==> config.mk <==
export PLATFORM = sky130hd
export DESIGN_NAME = demux14_tdm_flat
export DESIGN_NICKNAME = d
export VERILOG_FILES = /design/src/rtl/demux14_tdm_if.sv /design/src/rtl/demux14_tdm.sv /design/src/flat_wrapper.sv
export SDC_FILE = /design/constraint.sdc
export NUM_CORES = 1
export LEC_CHECK = 0
export CAP_MARGIN = 20
export CORE_UTILIZATION = 40
export DETAILED_ROUTE_END_ITERATION = 10
export GPL_TIMING_DRIVEN = 0
export PLACE_DENSITY = 0.73
export REMOVE_ABC_BUFFERS = 1
export SETUP_SLACK_MARGIN = 0.5
export SLEW_MARGIN = 20
export SYNTH_ARGS = -nofsm -noshare
export SYNTH_HDL_FRONTEND = slang
export SYNTH_SLANG_ARGS = --single-unit
==> constraint.sdc <==
create_clock -name CLK -period 1.2 [get_ports CLK]
set_input_delay 0.3 -clock CLK [delete_from_list [all_inputs] [get_ports CLK]]
set_output_delay 0.3 -clock CLK [all_outputs]
set_load 0.005 [all_outputs]
==> src/rtl/demux14_tdm_if.sv <==
// Bus bundle for the 1-to-4 TDM demultiplexer.
// It carries the interleaved input beat with its valid/sync/clear controls,
// the recovered parallel frame, and the status outputs.
interface demux14_tdm_if #(
  parameter int WIDTH = 1
) ();
  logic [WIDTH-1:0] Y;
  logic             VALID;
  logic             SYNC;
  logic             CLR_ERR;
  logic [WIDTH-1:0] A;
  logic [WIDTH-1:0] B;
  logic [WIDTH-1:0] C;
  logic [WIDTH-1:0] D;
  logic             DONE;
  logic             S1;
  logic             S0;
  logic             ERR;

  // Upstream side: produces beats and consumes the recovered frame.
  modport master (
    output Y, VALID, SYNC, CLR_ERR,
    input  A, B, C, D, DONE, S1, S0, ERR
  );

  // Demultiplexer side.
  modport slave (
    input  Y, VALID, SYNC, CLR_ERR,
    output A, B, C, D, DONE, S1, S0, ERR
  );
endinterface

==> src/rtl/demux14_tdm.sv <==
// Time-division 1-to-4 demultiplexer.
// Slots 0..2 of a frame are parked in shadow registers; the slot-3 beat
// completes the frame, and all four channels are loaded into the output
// registers together with a one-cycle DONE strobe. A SYNC beat always
// restarts the frame at slot 0; if it arrives mid-frame, the partial frame is
// dropped and the sticky ERR flag is raised.
module demux14_tdm #(
  parameter int WIDTH = 1
) (
  input logic          CLK,
  input logic          RST,
  demux14_tdm_if.slave bus
);

  typedef enum logic [1:0] {
    SLOT0 = 2'd0,
    SLOT1 = 2'd1,
    SLOT2 = 2'd2,
    SLOT3 = 2'd3
  } slot_t;

  slot_t            slot_reg;
  slot_t            slot_next;
  logic [WIDTH-1:0] sh_reg [0:2];
  logic [2:0]       sh_load;
  logic [WIDTH-1:0] a_reg;
  logic [WIDTH-1:0] b_reg;
  logic [WIDTH-1:0] c_reg;
  logic [WIDTH-1:0] d_reg;
  logic             done_reg;
  logic             err_reg;
  logic             err_next;
  logic             frame_done;
  logic             align_err;

  // Slot state register: the slot that the next accepted beat will fill.
  always_ff @(posedge CLK or posedge RST) begin
    if (RST) begin
      slot_reg <= SLOT0;
    end else begin
      slot_reg <= slot_next;
    end
  end

  // Next slot, frame completion, and alignment error detection.
  always_comb begin
    slot_next  = slot_reg;
    frame_done = 1'b0;
    align_err  = 1'b0;
    if (bus.VALID) begin
      if (bus.SYNC) begin
        // A SYNC beat is slot 0, so the next beat goes to slot 1.
        slot_next = SLOT1;
        align_err = (slot_reg != SLOT0);
      end else begin
        slot_next  = slot_t'(slot_reg + 2'd1);
        frame_done = (slot_reg == SLOT3);
      end
    end
    // A new error takes priority over a clear request on the same edge.
    err_next = align_err | (err_reg & ~bus.CLR_ERR);
  end

  // Per-shadow load enables: a SYNC beat always lands in shadow 0.
  // Otherwise, the current slot selects the shadow register to load.
  // A slot-3 beat loads no shadow register because it goes straight to D.
  for (genvar gi = 0; gi < 3; gi++) begin : g_sh_load
    assign sh_load[gi] = bus.VALID &
                         (bus.SYNC ? (gi == 0) : (slot_reg == 2'(gi)));
  end

  // Shadow registers hold slots 0..2 of the frame that is being assembled.
  always_ff @(posedge CLK or posedge RST) begin
    if (RST) begin
      for (int i = 0; i < 3; i++) begin
        sh_reg[i] <= '0;
      end
    end else begin
      for (int i = 0; i < 3; i++) begin
        if (sh_load[i]) begin
          sh_reg[i] <= bus.Y;
        end
      end
    end
  end

  // Output frame registers, the DONE strobe, and the sticky error flag.
  always_ff @(posedge CLK or posedge RST) begin
    if (RST) begin
      a_reg    <= '0;
      b_reg    <= '0;
      c_reg    <= '0;
      d_reg    <= '0;
      done_reg <= 1'b0;
      err_reg  <= 1'b0;
    end else begin
      done_reg <= frame_done;
      err_reg  <= err_next;
      if (frame_done) begin
        a_reg <= sh_reg[0];
        b_reg <= sh_reg[1];
        c_reg <= sh_reg[2];
        d_reg <= bus.Y;
      end
    end
  end

  assign bus.A    = a_reg;
  assign bus.B    = b_reg;
  assign bus.C    = c_reg;
  assign bus.D    = d_reg;
  assign bus.DONE = done_reg;
  assign bus.ERR  = err_reg;
  assign bus.S1   = slot_reg[1];
  assign bus.S0   = slot_reg[0];

endmodule

==> src/flat_wrapper.sv <==
// flat-port wrapper written by rule: the top's interface ports become plain ports
module demux14_tdm_flat 
#(
  parameter int WIDTH = 1
)
  (CLK, RST, bus_Y, bus_VALID, bus_SYNC, bus_CLR_ERR, bus_A, bus_B, bus_C, bus_D, bus_DONE, bus_S1, bus_S0, bus_ERR);
  demux14_tdm_if #(.WIDTH(WIDTH)) bus_i ();
  input logic CLK;
  input logic RST;
  input wire logic [$bits(bus_i.Y)-1:0] bus_Y;
  input wire logic [$bits(bus_i.VALID)-1:0] bus_VALID;
  input wire logic [$bits(bus_i.SYNC)-1:0] bus_SYNC;
  input wire logic [$bits(bus_i.CLR_ERR)-1:0] bus_CLR_ERR;
  output wire logic [$bits(bus_i.A)-1:0] bus_A;
  output wire logic [$bits(bus_i.B)-1:0] bus_B;
  output wire logic [$bits(bus_i.C)-1:0] bus_C;
  output wire logic [$bits(bus_i.D)-1:0] bus_D;
  output wire logic [$bits(bus_i.DONE)-1:0] bus_DONE;
  output wire logic [$bits(bus_i.S1)-1:0] bus_S1;
  output wire logic [$bits(bus_i.S0)-1:0] bus_S0;
  output wire logic [$bits(bus_i.ERR)-1:0] bus_ERR;
  assign bus_i.Y = bus_Y;
  assign bus_i.VALID = bus_VALID;
  assign bus_i.SYNC = bus_SYNC;
  assign bus_i.CLR_ERR = bus_CLR_ERR;
  assign bus_A = bus_i.A;
  assign bus_B = bus_i.B;
  assign bus_C = bus_i.C;
  assign bus_D = bus_i.D;
  assign bus_DONE = bus_i.DONE;
  assign bus_S1 = bus_i.S1;
  assign bus_S0 = bus_i.S0;
  assign bus_ERR = bus_i.ERR;
  demux14_tdm #(.WIDTH(WIDTH)) u_core (.CLK(CLK), .RST(RST), .bus(bus_i));
endmodule
# After elaboration in Yosys (flattened, before gate mapping)
# Cells that the tools add are included.
[totals] register_bits=11 latch_bits=0 mem_bits_rw=0 mem_bits_ro=0 inputBits=6 memories=0
[classes] addsub=1 multipliers=0 div_mod_pow=0 order_cmp=0 n_eq_ne=3 shift=0 mux=8 n_bitwise=6 reduce_logical=2
[ops] cell="1-bit 2-to-1 mux" n=7
[ops] cell="1-bit bitwise AND" n=4
[ops] cell="2-bit equality test, second input constant" n=2
[ops] cell="2-bit by 1-bit adder with 2-bit output, second input constant" n=1
[ops] cell="2-bit by 1-bit equality test with 1-bit output, second input constant" n=1
[ops] cell="2-bit logical NOT" n=1
[ops] cell="2-bit 2-to-1 mux" n=1
[ops] cell="2-bit nonzero test" n=1
[ops] cell="1-bit inverter" n=1
[ops] cell="1-bit bitwise OR" n=1

# Depth between registers and ports, before layout
# Gate-level depths: netlist of run 1.
[logic_depth] ltp_word=4 ltp_mapped=4

# Least setup slack after synthesis of run 1
# No wires, ideal clock.
[synth_timing] path_kind="register -> register" from="register u_core.slot_reg[0]" to="register u_core.sh_reg[2] in the netlist's numbering" setup_ps=125 arrival_time_ps=1178 required_ps=1075 setup_slack_ps=-102 stages_incl_launch_ff=5 path_buffers=0 synth_period_minus_slack_ps=1302 cell_sequence="dfrtp_1 -> inv_1 -> ha_1 -> o21ai_0 -> mux2_2"
[synth_between] elab_chain_len=3
[synth_lines] element="start, declared" line_no="demux14_tdm.sv:22" source="slot_t slot_reg;"
[synth_lines] element="start signal, assigned" line_no="demux14_tdm.sv:41" source="slot_reg <= slot_next;"
[synth_lines] element="2-bit logical NOT" line_no="demux14_tdm.sv:69" source="(bus.SYNC ? (gi == 0) : (slot_reg == 2'(gi)));"
[synth_lines] element="1-bit 2-to-1 mux" line_no="demux14_tdm.sv:69"
[synth_lines] element="1-bit bitwise AND" line_no="demux14_tdm.sv:68" source="assign sh_load[gi] = bus.VALID &"
[synth_lines] element="end signal, assigned by index" line_no="demux14_tdm.sv:81" source="sh_reg[i] <= bus.Y;"
[synth_lines] element="end, declared" line_no="demux14_tdm.sv:24" source="logic [WIDTH-1:0] sh_reg [0:2];"
# No other way between the ends.
# A chain may end at the register's enable or synchronous reset.

# Worst setup path in the final report of run 1
[layout_timing] from="register u_core.slot_reg[1]" to="register u_core.d_reg, in the netlist u_core.bus.D"
[layout_between] elab_chain_len=3
[layout_lines] element="2-bit equality test" line_no="demux14_tdm.sv:57" source="frame_done = (slot_reg == SLOT3);"
[layout_lines] element="1-bit 2-to-1 mux" line_no="demux14_tdm.sv:51" source="if (bus.SYNC) begin"
[layout_lines] element="1-bit 2-to-1 mux" line_no="demux14_tdm.sv:50" source="if (bus.VALID) begin"
[layout_lines] element="end signal, assigned" line_no="demux14_tdm.sv:103" source="d_reg <= bus.Y;"
[layout_lines] element="end, declared" line_no="demux14_tdm.sv:29" source="logic [WIDTH-1:0] d_reg;"
# No other way between the ends.

==> metrics.md, run 1 <==
| Metric | Value |
|---|---|
| Largest net degree at the start of global routing | `12` |
| Share of cells above drive strength 1 | `0.600` |
| Routed WL | `1060 um` |
| Clock skew | `0.00170 ns` |
| Count leader, synth | `dfrtp_1` |
| Endpoint type of the worst setup path | `register` |
| Tmin final | `1.26 ns` |
| Maximum buffer depth of the clock tree | `2` |
| Slew @ Worst Pin | `0.254 ns` |
| Port Buffers | `13` |
| Hold Vio Cnt, Final | `0` |
| Synth Flop Type | `dfrtp_1` |
| Cells after synthesis | `39` |
| Layout Nets | `76` |
| Count of cell types in the netlist | `14` |
| Pwr dens | `1640 mW/mm2` |
| Die area | `0.00147 mm2` |
| Area taken by flip-flops and latches | `277 um2` |
| Setup violators final | `7` |
| Clock Sinks | `11` |
| Post-synth top area share | `0.523` |
| Clk slew on worst S/H paths | `0.07 ns` |
| Vias/cell | `4.75` |
| H-tree depth | `1` |
| Setup TNS | `-0.295 ns` |
| Overall power | `1280 uW` |
| DR vias | `375` |
| Type of origin of the critical path | `register` |
| Worst ir drop on vdd | `0.000855 V` |
| Antenna violations before repair | `0` |
| Commonest cells in the netlist | `11 x dfrtp_1, 5 x inv_1, 4 x ha_1, 4 x mux2_4` |
| Status | `complete, but fails checks` |
| Synth top area cells | `dfrtp_1 52%, mux2_4 11%, ha_1 9.5%` |
| Max-cap violation count | `0` |
| Max reg flops | `3` |
| Fin util | `0.667` |
| Setup ws final | `-0.0592 ns` |
| RSZ-0062 raised after global routing | `true` |
| Gpl congestion | `0.691` |
| DR WL/cell | `13.5 um` |
| Number of global-route vias before repair | `379` |
| Residual DRC | `0` |
| Maximum fanout along the worst path | `5` |
| Core footprint | `0.00117 mm2` |
| Die span in x | `38.3 um` |
| Fin. max-slew vios | `0` |
| WP data required | `1.35 ns` |
| Ys async rst share | `1.00` |
| Post-DRT Antenna Nets | `0` |
| Area delta synth->final | `48.2%` |
| I/O pins | `14` |
| Inserted Diodes | `0` |
| GRT Overall Usage | `0.180` |
| Fmax | `794 MHz` |
| Worst Hold Class | `in -> async` |
| Static Leak | `0.000409 uW` |
| DR pass1 iterations | `1` |
| Yosys warns | `0` |
| Inserted Clock Buffers | `3` |
| Clk root buf | `clkbuf_4` |
| Worst path arrival time | `1.41 ns` |
| FF+latch count, synth | `11` |
| Final Cycle Share | `1.05` |
| Setup CP Type | `reg -> reg` |
| Mean Syn Cell Area | `13.5 um2` |
| DP Wirelength | `643 um` |
| Row Count | `12` |
| Mapped Area | `527 um2` |
| Slew headroom | `0.831` |
| Worst R2R Path Depth | `4` |
| Fillcell total | `102` |
| Die Y | `38.3 um` |
| CTS tree | `built` |
| Congestion Overflow GR | `0` |
| Area occupied by multi-input gates | `272 um2` |
| Post-synthesis sequential area ratio | `0.523` |
| Failing checks | `negative setup slack` |
| First-pass GRT wire length | `1680 um` |
| Initial Util | `0.450` |
| Post-synth top area cell | `dfrtp_1` |
| 1st-iter DRT viols | `0` |
| EDFF count, synth | `0` |
| Clk_lat worst skew | `0.26 ns` |
## metrics by stage
step | hold WS, ns | instance area (um2) | instances | worst slack (ns)
2_1_floorplan | 0.152 | 515 | 38 | -0.102
3_3_place_gp | 0.484 | 663 | 65 | -0.378
3_5_place_dp | 0.492 | 663 | 65 | -0.403
4_1_cts | 0.344 | 749 | 76 | -0.0573
5_1_grt | 0.357 | 781 | 79 | -0.0857
6_report | 0.325 | 781 | 79 | -0.0592
## critical path, cell delays in order, from the launching register on
cell and delay [ns]:
dfrtp_1 0.43, buf_6 0.14, ha_4 0.15, nand3b_4 0.11, mux2_4 0.31
## where the power goes
| part | total, uW | switching, uW | internal, uW |
|---|---|---|---|
| Sequential | 543 | 64.6 | 479 |
| Combinational | 482 | 160 | 322 |
| Clock | 251 | 123 | 128 |
| Total | 1280 | 348 | 929 |
## layer usage
| layer | track usage | wire (um) |
|---|---|---|
| met5 | 0 | 0 |
| met1 | 0.197 | 429 |
| met4 | 0.0804 | 4 |
| met3 | 0.0349 | 50 |
| met2 | 0.331 | 579 |
## area by class of cell
| class | instances | area share |
|---|---|---|
| clock buffers | 4 | 0.0337 |
| well taps | 14 | 0.0224 |
| repair buffers | 23 | 0.213 |
| multi-input cells | 22 | 0.348 |
| flip-flops and latches | 11 | 0.354 |
| inverters | 5 | 0.0288 |
## cells in the final DEF (no fill, tap or decap)
master	synthesis	final
ha_1	4	1
o22ai_1	1	1
nand3b_1	3	3
o21ai_0	2	1
nand3b_4	1	1
inv_1	5	3
a21oi_2	0	1
clkbuf_1	0	1
buf_4	0	8
clkinvlp_4	0	1
clkbuf_4	0	3
clkbuf_2	0	2
clkdlybuf4s50_1	0	3
ha_4	0	2
nand2_1	1	1
nor2b_1	1	1
buf_2	0	7
dlygate4sd2_1	0	1
mux2_2	3	1
inv_2	0	1
o21ai_2	0	1
ha_2	0	1
buf_6	1	2
dfrtp_1	11	10
mux2_4	4	6
dfrtp_2	0	1
nor2_4	0	1
## final timing paths
path / start / end / slack, ns
max in group asynchronous: RST / u_core.slot_reg[0] / 0.68
setup / recovery: u_core.slot_reg[1] / u_core.bus.D / -0.06
hold / removal: RST / u_core.sh_reg[1] / 0.33
hold reg to reg: u_core.sh_reg[0] / u_core.bus.C / 0.51
min in group CLK: bus_VALID / u_core.slot_reg[1] / 0.42
setup reg to reg: u_core.slot_reg[1] / u_core.bus.D / -0.06
## timing repair
| action | CTS | global route |
|---|---|---|
| gates resized for setup | 43 | 8 |
| hold buffers | 0 | 0 |
| pin swaps | 2 | 1 |
| setup endpoints to repair | 19 | 30 |
| buffers inserted | 7 | 3 |
## cell families after synthesis
logic type	after synthesis	synth area share
simple gates	7	0.107
fa+ha+maj	4	0.0950
buf+inv	6	0.0570
mux	7	0.178
compound gates	4	0.0404
flops	11	0.523
Note: power is estimated with default switching activity, not from simulation.
==> inputs of run 2 (changes only) <==
Settings changed: ABC_AREA set to 1, CORE_AREA set to 2 2 39 41, CORE_UTILIZATION 40 to not set, DIE_AREA set to 0 0 41 43, PLACE_DENSITY 0.73 to 0.69.
Clock period 1.2 ns to 1.59 ns, I/O delays scaled along.
==> metrics.md, run 2 <==
| Metric | Value |
|---|---|
| Stages on worst setup path | `1` |
| Ys async rst share | `1.00` |
| Hold Vio Cnt, Final | `0` |
| I/O pins | `14` |
| Critical Path, Cell by Cell | `buf_2` |
| Synth Flop Type | `dfrtp_1` |
| Antenna violations before repair | `0` |
| Fmax | `846 MHz` |
| Worst path arrival time | `0.78 ns` |
| FF+latch count, synth | `11` |
| Slew @ Worst Pin | `0.424 ns` |
| H-tree depth | `1` |
| 1st-iter DRT viols | `12` |
| Final Cycle Share | `0.743` |
| WP data required | `1.19 ns` |
| Type of origin of the critical path | `register` |
| M1 GR Usage | `0.198` |
| Net switching power | `351 uW` |
| Cells after synthesis | `57` |
| Setup violators final | `0` |
| Vias/cell | `4.81` |
| Fillcell total | `138` |
| Maximum buffer depth of the clock tree | `2` |
| Die Y | `43 um` |
| Area delta synth->final | `45.3%` |
| Status | `completed` |
| Congestion Overflow GR | `0` |
| Max-cap violation count | `0` |
| Count leader, synth | `nand2_1` |
| Static Leak | `0.000405 uW` |
| Worst R2R Path Depth | `6` |
| Crit path max-delay family | `flip-flops` |
| Die area | `0.00176 mm2` |
| Pwr dens | `1410 mW/mm2` |
| DP Wirelength | `704 um` |
| Inserted Clock Buffers | `3` |
| Slew headroom | `0.717` |
| Clock Sinks | `11` |
| Residual DRC | `0` |
| Count of cell types in the netlist | `10` |
| Worst hold margin | `0.428 ns` |
| Fin. max-slew vios | `0` |
| Flop pwr share | `0.394` |
| GR peak layer | `met2` |
| DR pass1 iterations | `4` |
| Buf/Inv on CP | `1` |
| Mean Syn Cell Area | `9.15 um2` |
| Setup CP Type | `reg -> out` |
| DR WL/cell | `12.0 um` |
| Yosys warns | `0` |
| Initial Util | `0.377` |
| EDFF count, synth | `0` |
| Worst path slowest cell | `dfrtp_1` |
| DR vias | `471` |
| Routed WL | `1180 um` |
| Post-synthesis sequential area ratio | `0.528` |
| Area taken by flip-flops and latches | `275 um2` |
| Mapped Area | `522 um2` |
| Combinational Power Share | `0.427` |
| Setup TNS | `0 ns` |
| GRT met2 Usage | `0.250` |
| Post-route insts no fill | `98` |
| Port Buffers | `13` |
| Max reg flops | `3` |
| Maximum fanout along the worst path | `2` |
| Gpl congestion | `0.752` |
| Worst ir drop on vdd | `0.000558 V` |
| Worst Hold Class | `in -> async` |
| Tmin final | `1.18 ns` |
| Switching share of power | `0.328` |
| Inserted Diodes | `0` |
| First-pass GRT wire length | `1910 um` |
| Placed Cells | `85` |
| Met3 Use GR | `0.0471` |
| Most frequent cells in the layout | `17 x nand2_1, 11 x dfrtp_1, 10 x nand3_1, 9 x buf_4, 7 x buf_2` |
| Overall power | `1070 uW` |
| Synth top area cells | `dfrtp_1 53%, nand2_1 12%, ha_1 9.6%` |
| Row Count | `14` |
| RSZ-0062 raised after global routing | `true` |
| Clock skew | `0.00118 ns` |
| Share of cells above drive strength 1 | `0.366` |
| Die span in x | `41 um` |
| Post-synth top area cell | `dfrtp_1` |
| P_int | `719 uW` |
| GRT Overall Usage | `0.166` |
| Clk pwr share | `0.179` |
| Number of global-route vias before repair | `452` |
| Endpoint type of the worst setup path | `primary output` |
| Largest net degree at the start of global routing | `12` |
| Area occupied by multi-input gates | `243 um2` |
| Post-synth top area share | `0.528` |
| Layout Nets | `93` |
| Clk root buf | `clkbuf_4` |
| Commonest cells in the netlist | `17 x nand2_1, 11 x dfrtp_1, 10 x nand3_1, 7 x inv_1` |
| Core footprint | `0.00138 mm2` |
| Most common cell after layout, fill and taps aside | `nand2_1` |
| Clk slew on worst S/H paths | `0.07 ns` |
| CP peak stage delay | `0.39 ns` |
| CTS tree | `built` |
| Post-DRT Antenna Nets | `0` |
| Clk_lat worst skew | `0.27 ns` |
==> run 2: cells by family after synthesis <==
logic type                 Yosys count  synth area share
and+or+nand+nor                     29             0.259
AOI/OAI and AO/OA                    4            0.0384
adders and majority gates            4            0.0959
buffers and inverters                9            0.0791
DFF                                 11             0.528
==> run 2: final cells by class <==
class	count	share of cell area
Clock buffer	4	0.0347
Multi-Input combinational cell	37	0.320
Timing Repair Buffer	22	0.206
Tap cell	16	0.0264
Inverter	8	0.0495
Sequential cell	11	0.363
==> run 2: power groups by stage <==
stage          sequential, uW  combinational (uW)  clock (uW)
2_1_floorplan             434                 137           0
3_3_place_gp              430                 311           0
3_5_place_dp              436                 313           0
4_1_cts                   416                 356         191
5_1_grt                   433                 516         219
6_report                  422                 457         191
==> run 2: stage by stage <==
step	setup WS, ns	utilization	cell area, um2
after floorplan	0.602	-	510
after global placement	0.0434	0.477	661
after detailed placement	0.0363	0.477	661
after CTS	0.337	0.504	697
after global routing	0.369	0.548	758
final	0.408	0.548	758
==> run 2: worst paths after layout <==
check | start | endpoint | slack [ns]
setup reg to reg | u_core.slot_reg[1] | u_core.sh_reg[1] | 0.49
setup / recovery | u_core.slot_reg[1] | bus_S1 | 0.41
hold reg to reg | u_core.sh_reg[1] | u_core.sh_reg[1] | 0.48
hold / removal | RST | u_core.bus.ERR | 0.43
min in group CLK | u_core.sh_reg[1] | u_core.sh_reg[1] | 0.48
max in group asynchronous | RST | u_core.bus.B | 0.87
==> run 2: per-layer routing <==
| layer | up-vias | routed length, um |
|---|---|---|
| met5 | - | 0 |
| met4 | 0 | 28 |
| met3 | 4 | 93 |
| met2 | 22 | 573 |
| met1 | 216 | 484 |
| li1 | 229 | - |
==> run 2: repair_timing <==
| action | 4_1_cts | 5_1_grt |
|---|---|---|
| endpoints found under the setup margin | 18 | 18 |
| gates resized for setup | 36 | 11 |
| cloned | 0 | 0 |
| setup buffers | 6 | 3 |
| hold buffers | 0 | 0 |
